<file path="src/rtl/execute_stage_cu.sv">
// Decode->Execute control pipeline register with Execute-stage branch/jump resolution.
// Optional branch statistics counters enabled by defining EXECUTE_CU_BRANCH_STATS_EN.
module execute_stage_cu (
  input  logic        clk,
  input  logic        reset,
  input  logic        FlushE,
  input  logic        StallE,
  input  logic        RegWriteD,
  input  logic [2:0]  ResultSrcD,
  input  logic [2:0]  DextControlD,
  input  logic        MemWriteD,
  input  logic        JumpD,
  input  logic        JalrD,
  input  logic        BranchD,
  input  logic [2:0]  BranchTypeD,
  input  logic [3:0]  ALUControlD,
  input  logic        ALUSrcD,
  input  logic        ZeroE,
  input  logic        LtE,
  input  logic        LtuE,
  output logic        RegWriteE,
  output logic [2:0]  ResultSrcE,
  output logic [2:0]  DextControlE,
  output logic        MemWriteE,
  output logic [3:0]  ALUControlE,
  output logic        ALUSrcE,
`ifdef EXECUTE_CU_BRANCH_STATS_EN
  output logic [31:0] BranchCountE,
  output logic [31:0] TakenCountE,
`endif
  output logic        ValidE,
  output logic        BranchTakenE,
  output logic [1:0]  PCSrcE
);

  typedef enum logic [2:0] {
    BR_BEQ  = 3'b000,
    BR_BNE  = 3'b001,
    BR_BLT  = 3'b100,
    BR_BGE  = 3'b101,
    BR_BLTU = 3'b110,
    BR_BGEU = 3'b111
  } br_type_e;

  typedef enum logic [1:0] {
    PC_PLUS4  = 2'b00,
    PC_TARGET = 2'b01,
    PC_ALU    = 2'b10
  } pcsrc_e;

  typedef struct packed {
    logic       valid;
    logic       reg_write;
    logic [2:0] result_src;
    logic [2:0] dext;
    logic       mem_write;
    logic       jump;
    logic       jalr;
    logic       branch;
    br_type_e   br_type;
    logic [3:0] alu_ctrl;
    logic       alu_src;
  } ctrl_t;

  ctrl_t  ctrl_q, ctrl_d;
  logic   cond;
  pcsrc_e pcsrc;

  // Flush beats stall so a redirect always clears a held slot.
  always_comb begin
    ctrl_d = ctrl_q;
    if (FlushE) begin
      ctrl_d = '0;
    end else if (!StallE) begin
      ctrl_d.valid      = 1'b1;
      ctrl_d.reg_write  = RegWriteD;
      ctrl_d.result_src = ResultSrcD;
      ctrl_d.dext       = DextControlD;
      ctrl_d.mem_write  = MemWriteD;
      ctrl_d.jump       = JumpD;
      ctrl_d.jalr       = JalrD;
      ctrl_d.branch     = BranchD;
      ctrl_d.br_type    = br_type_e'(BranchTypeD);
      ctrl_d.alu_ctrl   = ALUControlD;
      ctrl_d.alu_src    = ALUSrcD;
    end
  end

  always_ff @(posedge clk or negedge reset) begin
    if (!reset) begin
      ctrl_q <= '0;
    end else begin
      ctrl_q <= ctrl_d;
    end
  end

  always_comb begin
    cond = 1'b0;
    case (ctrl_q.br_type)
      BR_BEQ:  cond = ZeroE;
      BR_BNE:  cond = !ZeroE;
      BR_BLT:  cond = LtE;
      BR_BGE:  cond = !LtE;
      BR_BLTU: cond = LtuE;
      BR_BGEU: cond = !LtuE;
      default: cond = 1'b0;
    endcase
  end

  assign BranchTakenE = ctrl_q.valid & ctrl_q.branch & cond;

  // Jump is checked first so an illegal jump+branch decode resolves as the jump.
  always_comb begin
    pcsrc = PC_PLUS4;
    if (ctrl_q.valid && ctrl_q.jump) begin
      pcsrc = ctrl_q.jalr ? PC_ALU : PC_TARGET;
    end else if (BranchTakenE) begin
      pcsrc = PC_TARGET;
    end
  end

  assign PCSrcE       = pcsrc;
  assign ValidE       = ctrl_q.valid;
  assign RegWriteE    = ctrl_q.reg_write;
  assign ResultSrcE   = ctrl_q.result_src;
  assign DextControlE = ctrl_q.dext;
  assign MemWriteE    = ctrl_q.mem_write;
  assign ALUControlE  = ctrl_q.alu_ctrl;
  assign ALUSrcE      = ctrl_q.alu_src;

`ifdef EXECUTE_CU_BRANCH_STATS_EN
  logic [31:0] bcnt_q, bcnt_d;
  logic [31:0] tcnt_q, tcnt_d;
  logic        retire;

  // Counted when the branch leaves E, so stall cycles never double-count.
  assign retire = ctrl_q.valid & ctrl_q.branch & ~StallE & ~FlushE;

  always_comb begin
    bcnt_d = bcnt_q;
    tcnt_d = tcnt_q;
    if (retire) begin
      bcnt_d = bcnt_q + 32'd1;
      if (BranchTakenE) begin
        tcnt_d = tcnt_q + 32'd1;
      end
    end
  end

  always_ff @(posedge clk or negedge reset) begin
    if (!reset) begin
      bcnt_q <= '0;
      tcnt_q <= '0;
    end else begin
      bcnt_q <= bcnt_d;
      tcnt_q <= tcnt_d;
    end
  end

  assign BranchCountE = bcnt_q;
  assign TakenCountE  = tcnt_q;
`endif

endmodule

</file>
<file path="config.mk">
export PLATFORM = sky130hd
export DESIGN_NAME = execute_stage_cu
export DESIGN_NICKNAME = d
export VERILOG_FILES = /design/src/rtl/execute_stage_cu.sv
export SDC_FILE = /design/constraint.sdc
export NUM_CORES = 1
export LEC_CHECK = 0
export CAP_MARGIN = 20
export CORE_MARGIN = 4
export CORE_UTILIZATION = 37
export CTS_CLUSTER_SIZE = 10
export DETAILED_ROUTE_END_ITERATION = 10
export PLACE_DENSITY = 0.74
export SYNTH_ARGS = -nofsm -noshare
export SYNTH_HDL_FRONTEND = slang
export SYNTH_SLANG_ARGS = --single-unit
</file>
<file path="constraint.sdc">
create_clock -name clk -period 1.2 [get_ports clk]
set_input_delay 0.18 -clock clk [delete_from_list [all_inputs] [get_ports clk]]
set_output_delay 0.18 -clock clk [all_outputs]
set_load 0.02 [all_outputs]
</file>
Word level (Yosys, flattened, before mapping):

Index checks and enable logic that the tools add are counted.

* divide/modulo/power cells: 0
* eq/ne operators: 6
* shift operators: 0
* $lt $le $gt $ge: 0
* reductions and logical operators: 5
* add/subtract/negate cells: 0
* mux-type cells: 6
* bitwise logic cells: 2
* $mul: 0

Operator list (number)
* $mux 20: 2
* $eq 3x3->1 const B: 4
* $pmux 1 s6: 1
* $mux 2: 2
* $eq 3x1->1 const B: 1
* $logic_not 1->1: 3
* $logic_not 3->1: 1
* $and 1x1->1: 2
* $ne 2x2->1 const B: 1
* $logic_and 1x1->1: 1
* $mux 1: 1

* output and inout port bits: 17
* bits in latches: 0
* logic and storage cells: 30
* memories: 0
* flip-flop bits (word level): 20
* RAM bits: 0
* bits in read-only memories: 0

Logic depth before layout (Yosys ltp):

* word-level depth: 5
* gate-level depth with buffers: 3
* depth with buffers taken out: 3

Least setup slack after synthesis:

No wires, ideal clock.

* kind: register to output
* from: reg ctrl_q[6] (netlist bit)
* to: out BranchTakenE
* data required time: 1020 ps
* cell stages (with the launch flop): 4
* setup slack: -276 ps
* data arrival time: 1296 ps
* buffers on the path: 0
* cell sequence: dfrtp_1 -> mux2i_1 -> mux2_2 -> a21oi_1

* word-level cells in the longest chain between the ends: 3
* elaborated cells on any way between the ends: 8

RTL lines
* start: declaration: RTL line 65 `ctrl_t ctrl_q, ctrl_d;`
* start signal: assignment: RTL line 93 `ctrl_q <= ctrl_d;`
* $eq 3x3->1, or another cell as far along: RTL line 99 `case (ctrl_q.br_type)`
* $pmux 1 s6 *: RTL line 99
* $and 1x1->1 *: RTL line 110 `assign BranchTakenE = ctrl_q.valid & ctrl_q.branch & cond;`
* end: declaration: RTL line 32 `output logic BranchTakenE,`

Mark *: on every way between the ends. The rest lies on a longest branch, timed or not.

Final worst setup path:

* from: reg ctrl_q[6] (netlist bit)
* to: out PCSrcE[0]

* word-level cells in the longest chain between the ends: 5
* elaborated cells on any way between the ends: 10

RTL lines
* $eq 3x3->1, or another cell as far along: RTL line 99
* $pmux 1 s6 *: RTL line 99
* $and 1x1->1 *: RTL line 110
* $mux 1 *: RTL line 117 `end else if (BranchTakenE) begin`
* $mux 2 *: RTL line 115 `if (ctrl_q.valid && ctrl_q.jump) begin`
* end: declaration: RTL line 33 `output logic [1:0] PCSrcE`

Marks and branches as above.

==> results.txt <==
----------------------------------------------------
[Timing]
  Worst Skew ... 0 ps
  Maximum clock rate ... 547 MHz
  Setup_tns ... -1270 ps
  Final count of hold timing violations ... 0
  Worst-Margin Slew ... 256 ps
  Period Utilization, post-route ... 152%
  Headroom to the max-slew limit ... 82.9%
  Final setup violation count ... 3
  Unrepaired setup endpoints after global routing ... yes
  Final critical-path setup slack ... -627 ps
  Tmin final ... 1830 ps
  Max-slew violations ... 0

[Routing]
  Total DRC errors in the routed layout ... 0
  Pre-Repair DR Iteration Count ... 4
  Detailed router's first-iteration violation count ... 7
  Mean number of vias per cell ... 4.73
  Total vias in the final route ... 752
  Detailed Route WL ... 2150 um
  Routed WL per cell ... 13.5 um
  Number of antenna-violating nets in the routed design ... 0

[Synth]
  Share of Yosys cell area claimed by the top area cell type ... 51.9%
  Fraction of synthesized cell area in xor and xnor cells ... 0.909%
  Dominant cells by area after synthesis ... sky130_fd_sc_hd__dfrtp_1 52%, sky130_fd_sc_hd__mux2i_1 21%, sky130_fd_sc_hd__buf_4 7.8%
  Proportion of synthesized area in mux cells ... 21.9%
  Cell type with the highest aggregate area in the netlist ... sky130_fd_sc_hd__dfrtp_1
  Cell count after synthesis ... 87
  Compound-cell area share of the yosys netlist ... 2.34%
  Syn. warnings ... 0
  Adder-cell share of the synthesized area ... 0%
  Post-synthesis register bit count ... 20
  Synth Area in Simple Gates ... 12.9%
  Number of nets in the synthesized netlist ... 113
  Sequential cell area fraction in the yosys report ... 51.9%
  Average cell area after synthesis ... 11.1 um^2
  Combinational family with the most area after synthesis ... multiplexers
  Post-synth design cell area ... 963 um^2
  Count of different cell masters after synthesis ... 17

[Worst setup path]
  Type of destination of the critical path ... output port
  Crit path largest cell delay ... 550 ps
  Crit path max fanout ... 3
  Cell type of the slowest stage on the worst timing path ... sky130_fd_sc_hd__or4_4
  Worst Setup Path Type ... reg -> out
  Type of element launching the critical path ... flip-flop
  Arrival time at the worst endpoint ... 1650 ps
  Cell-by-cell listing of the critical path ... buf_4 -> or4_4 -> o211ai_4 -> buf_6
  Endpoint required time on the critical path ... 1020 ps
  Worst r2r path cells ... 3

[Power]
  Worst IR drop on VDD ... 652 uV
  Fraction of power consumed by combinational cells ... 23.2%
  Fraction of power consumed by the clock network ... 26.2%
  Sequential fraction of design power ... 50.7%
  Leakage ... 0.716 nW
  Power density over the cells ... 979 mW/mm^2
  Switch Pwr ... 0.367 mW
  P_int ... 1.09 mW
  Fraction of power spent switching nets ... 25.2%

[Final layout]
  Antenna cell count ... 0
  Final non-filler cell total ... 159
  Final-layout fill cell count ... 223
  Signed area change from the synthesized netlist to the final layout ... 54.3%
  Share of cells above drive strength 1 ... 24.8%
  Layout net count ... 156

[Global routing]
  Number of global-route vias before repair ... 767
  Antenna violations before repair ... 0
  First-pass GRT wire length ... 3440 um
  GR Overflow Total ... 0
  Largest net degree at the start of global routing ... 21
  Total Routing Usage GR ... 13.0%

[Floorplan]
  Core box area ... 0.00248 mm^2
  Floorplan die width ... 59.0 um
  Die area ... 0.00348 mm^2
  Placement Rows ... 18
  Top-level port count ... 43
  Height of the chip ... 59.0 um
  Initial cell density of the core ... 38.9%

[Flow run]
  Maximum Capacitance Violations ... 0

[CTS]
  Clock Path Buffers ... 2
  Number of buffers inserted during clock tree synthesis ... 3
  TritonCTS clock tree ... yes
  Clock latency at the later pin of the worst-skew pair ... 290 ps
  Clock tree sinks ... 20
  Clk slew on worst S/H paths ... 110 ps
  # H-tree levels ... 1
  Master cell of the clock root buffer ... sky130_fd_sc_hd__clkbuf_4

[Placed design]
  Placer Congestion ... 0.725
  Estimated wirelength of the detail-placed design ... 1610 um
  Post-placement cell count ... 153
  Port-buffer cells ... 42

[Run status]
  Violated checks ... negative setup slack
  Run status ... finished with violations

[Min path]
  Worst hold-check path type ... in -> async

----------------------------------------------------
-- cell usage in the layout (no fill, tap or decap), drive strengths merged --
cell type	instances
nand2b	1
nand3b	2
a21oi	2
xnor2	1
o211ai	1
dfrtp	20
or3	1
mux2i	20
nor2	19
clkdlybuf4s15	7
nand2	2
clkbuf	10
buf	14
mux2	1
clkdlybuf4s50	25
inv	1
and3	1
or4	1
-- path summary, 6_finish.rpt --
| check | startpoint | end | slack [ps] |
|---|---|---|---|
| max in group asynchronous | reset | ValidE | 760 |
| min | reset | ResultSrcE[0] | 220 |
| min reg2reg | DextControlE[1] | DextControlE[1] | 530 |
| max reg2reg | ctrl_q[8] | ctrl_q[8] | 400 |
| max | ctrl_q[6] | PCSrcE[0] | -630 |
| min in group clk | MemWriteD | MemWriteE | 480 |
-- synth_stat cells --
cell / count
sky130_fd_sc_hd__a21oi_1: 2
sky130_fd_sc_hd__and3_1: 1
sky130_fd_sc_hd__buf_2: 2
sky130_fd_sc_hd__buf_4: 10
sky130_fd_sc_hd__clkbuf_1: 2
sky130_fd_sc_hd__dfrtp_1: 20
sky130_fd_sc_hd__inv_1: 1
sky130_fd_sc_hd__mux2_2: 1
sky130_fd_sc_hd__mux2i_1: 20
sky130_fd_sc_hd__nand2_1: 2
sky130_fd_sc_hd__nand2b_1: 1
sky130_fd_sc_hd__nand3b_1: 2
sky130_fd_sc_hd__nor2_1: 19
sky130_fd_sc_hd__o211ai_2: 1
sky130_fd_sc_hd__or3_1: 1
sky130_fd_sc_hd__or4_4: 1
sky130_fd_sc_hd__xnor2_1: 1
-- sequential cells by signal, summed over array words and instances (netlist names) --
name / flops
ALUControlE: 4
ALUSrcE: 1
RegWriteE: 1
MemWriteE: 1
ctrl_q: 6
ValidE: 1
DextControlE: 3
ResultSrcE: 3
-- per-layer routing --
layer	global-route usage, %	wire length (um)	vias to the layer above
met4	5.83	24	0
met1	15.1	827	362
met5	0	0	-
met2	24.1	1190	21
met3	0.871	109	2
li1	-	-	367
-- power by group through the flow --
stage,clock (mW),sequential [mW],combinational (mW)
finish,0.380,0.737,0.337
global route,0.425,0.743,0.364
CTS,0.399,0.736,0.337
detailed placement,0,0.749,0.346
global placement,0,0.747,0.340
floorplan,0,0.757,0.162
-- cell type report --
| type | count | area (um^2) | share of cell area (%) |
|---|---|---|---|
| repair buffers | 52 | 503 | 33.8 |
| clock buffers | 4 | 36.3 | 2.44 |
| flip-flops and latches | 20 | 503 | 33.8 |
| multi-input cells | 52 | 403 | 27.1 |
| inverters | 1 | 3.75 | 0.253 |
| well taps | 30 | 37.5 | 2.53 |
-- worst max-delay path: cells and delay by family, from the launching register on --
family                 cells  cell delay, ps
DFF                        1             430
buffers and inverters      2             290
and+or+nand+nor            1             550
AOI/OAI and AO/OA          1             100
-- what timing repair did --
action / CTS / global route
hold endpoints to repair: 0 / 0
resized for setup: 46 / 15
hold buffers: 0 / 0
setup buffers: 1 / 1
pin swaps: 1 / 0
endpoints found under the setup margin: 17 / 14
-- per-stage QoR --
| stage | power, mW | setup WS (ps) | hold slack, ps | utilization, % | cell area (um^2) |
|---|---|---|---|---|---|
| finish | 1.45 | -627 | 217 | 60.0 | 1490 |
| global route | 1.53 | -687 | 234 | 60.0 | 1490 |
| CTS | 1.47 | -652 | 212 | 60.1 | 1490 |
| detailed placement | 1.10 | -964 | 514 | 58.1 | 1440 |
| global placement | 1.09 | -913 | 504 | 58.1 | 1440 |
| floorplan | 0.918 | -140 | -116 | - | 988 |
-- kinds of logic (layout without fill, tap and decap cells) --
| kind of cell | count (synthesis) | after routing |
|---|---|---|
| AND/OR/NAND/NOR | 27 | 27 |
| multiplexers | 21 | 21 |
| flip-flops | 20 | 20 |
| buffers and inverters | 15 | 57 |
| AO/OA/AOI/OAI | 3 | 3 |
| XOR/XNOR | 1 | 1 |
Power figures use the tool's default switching activity.
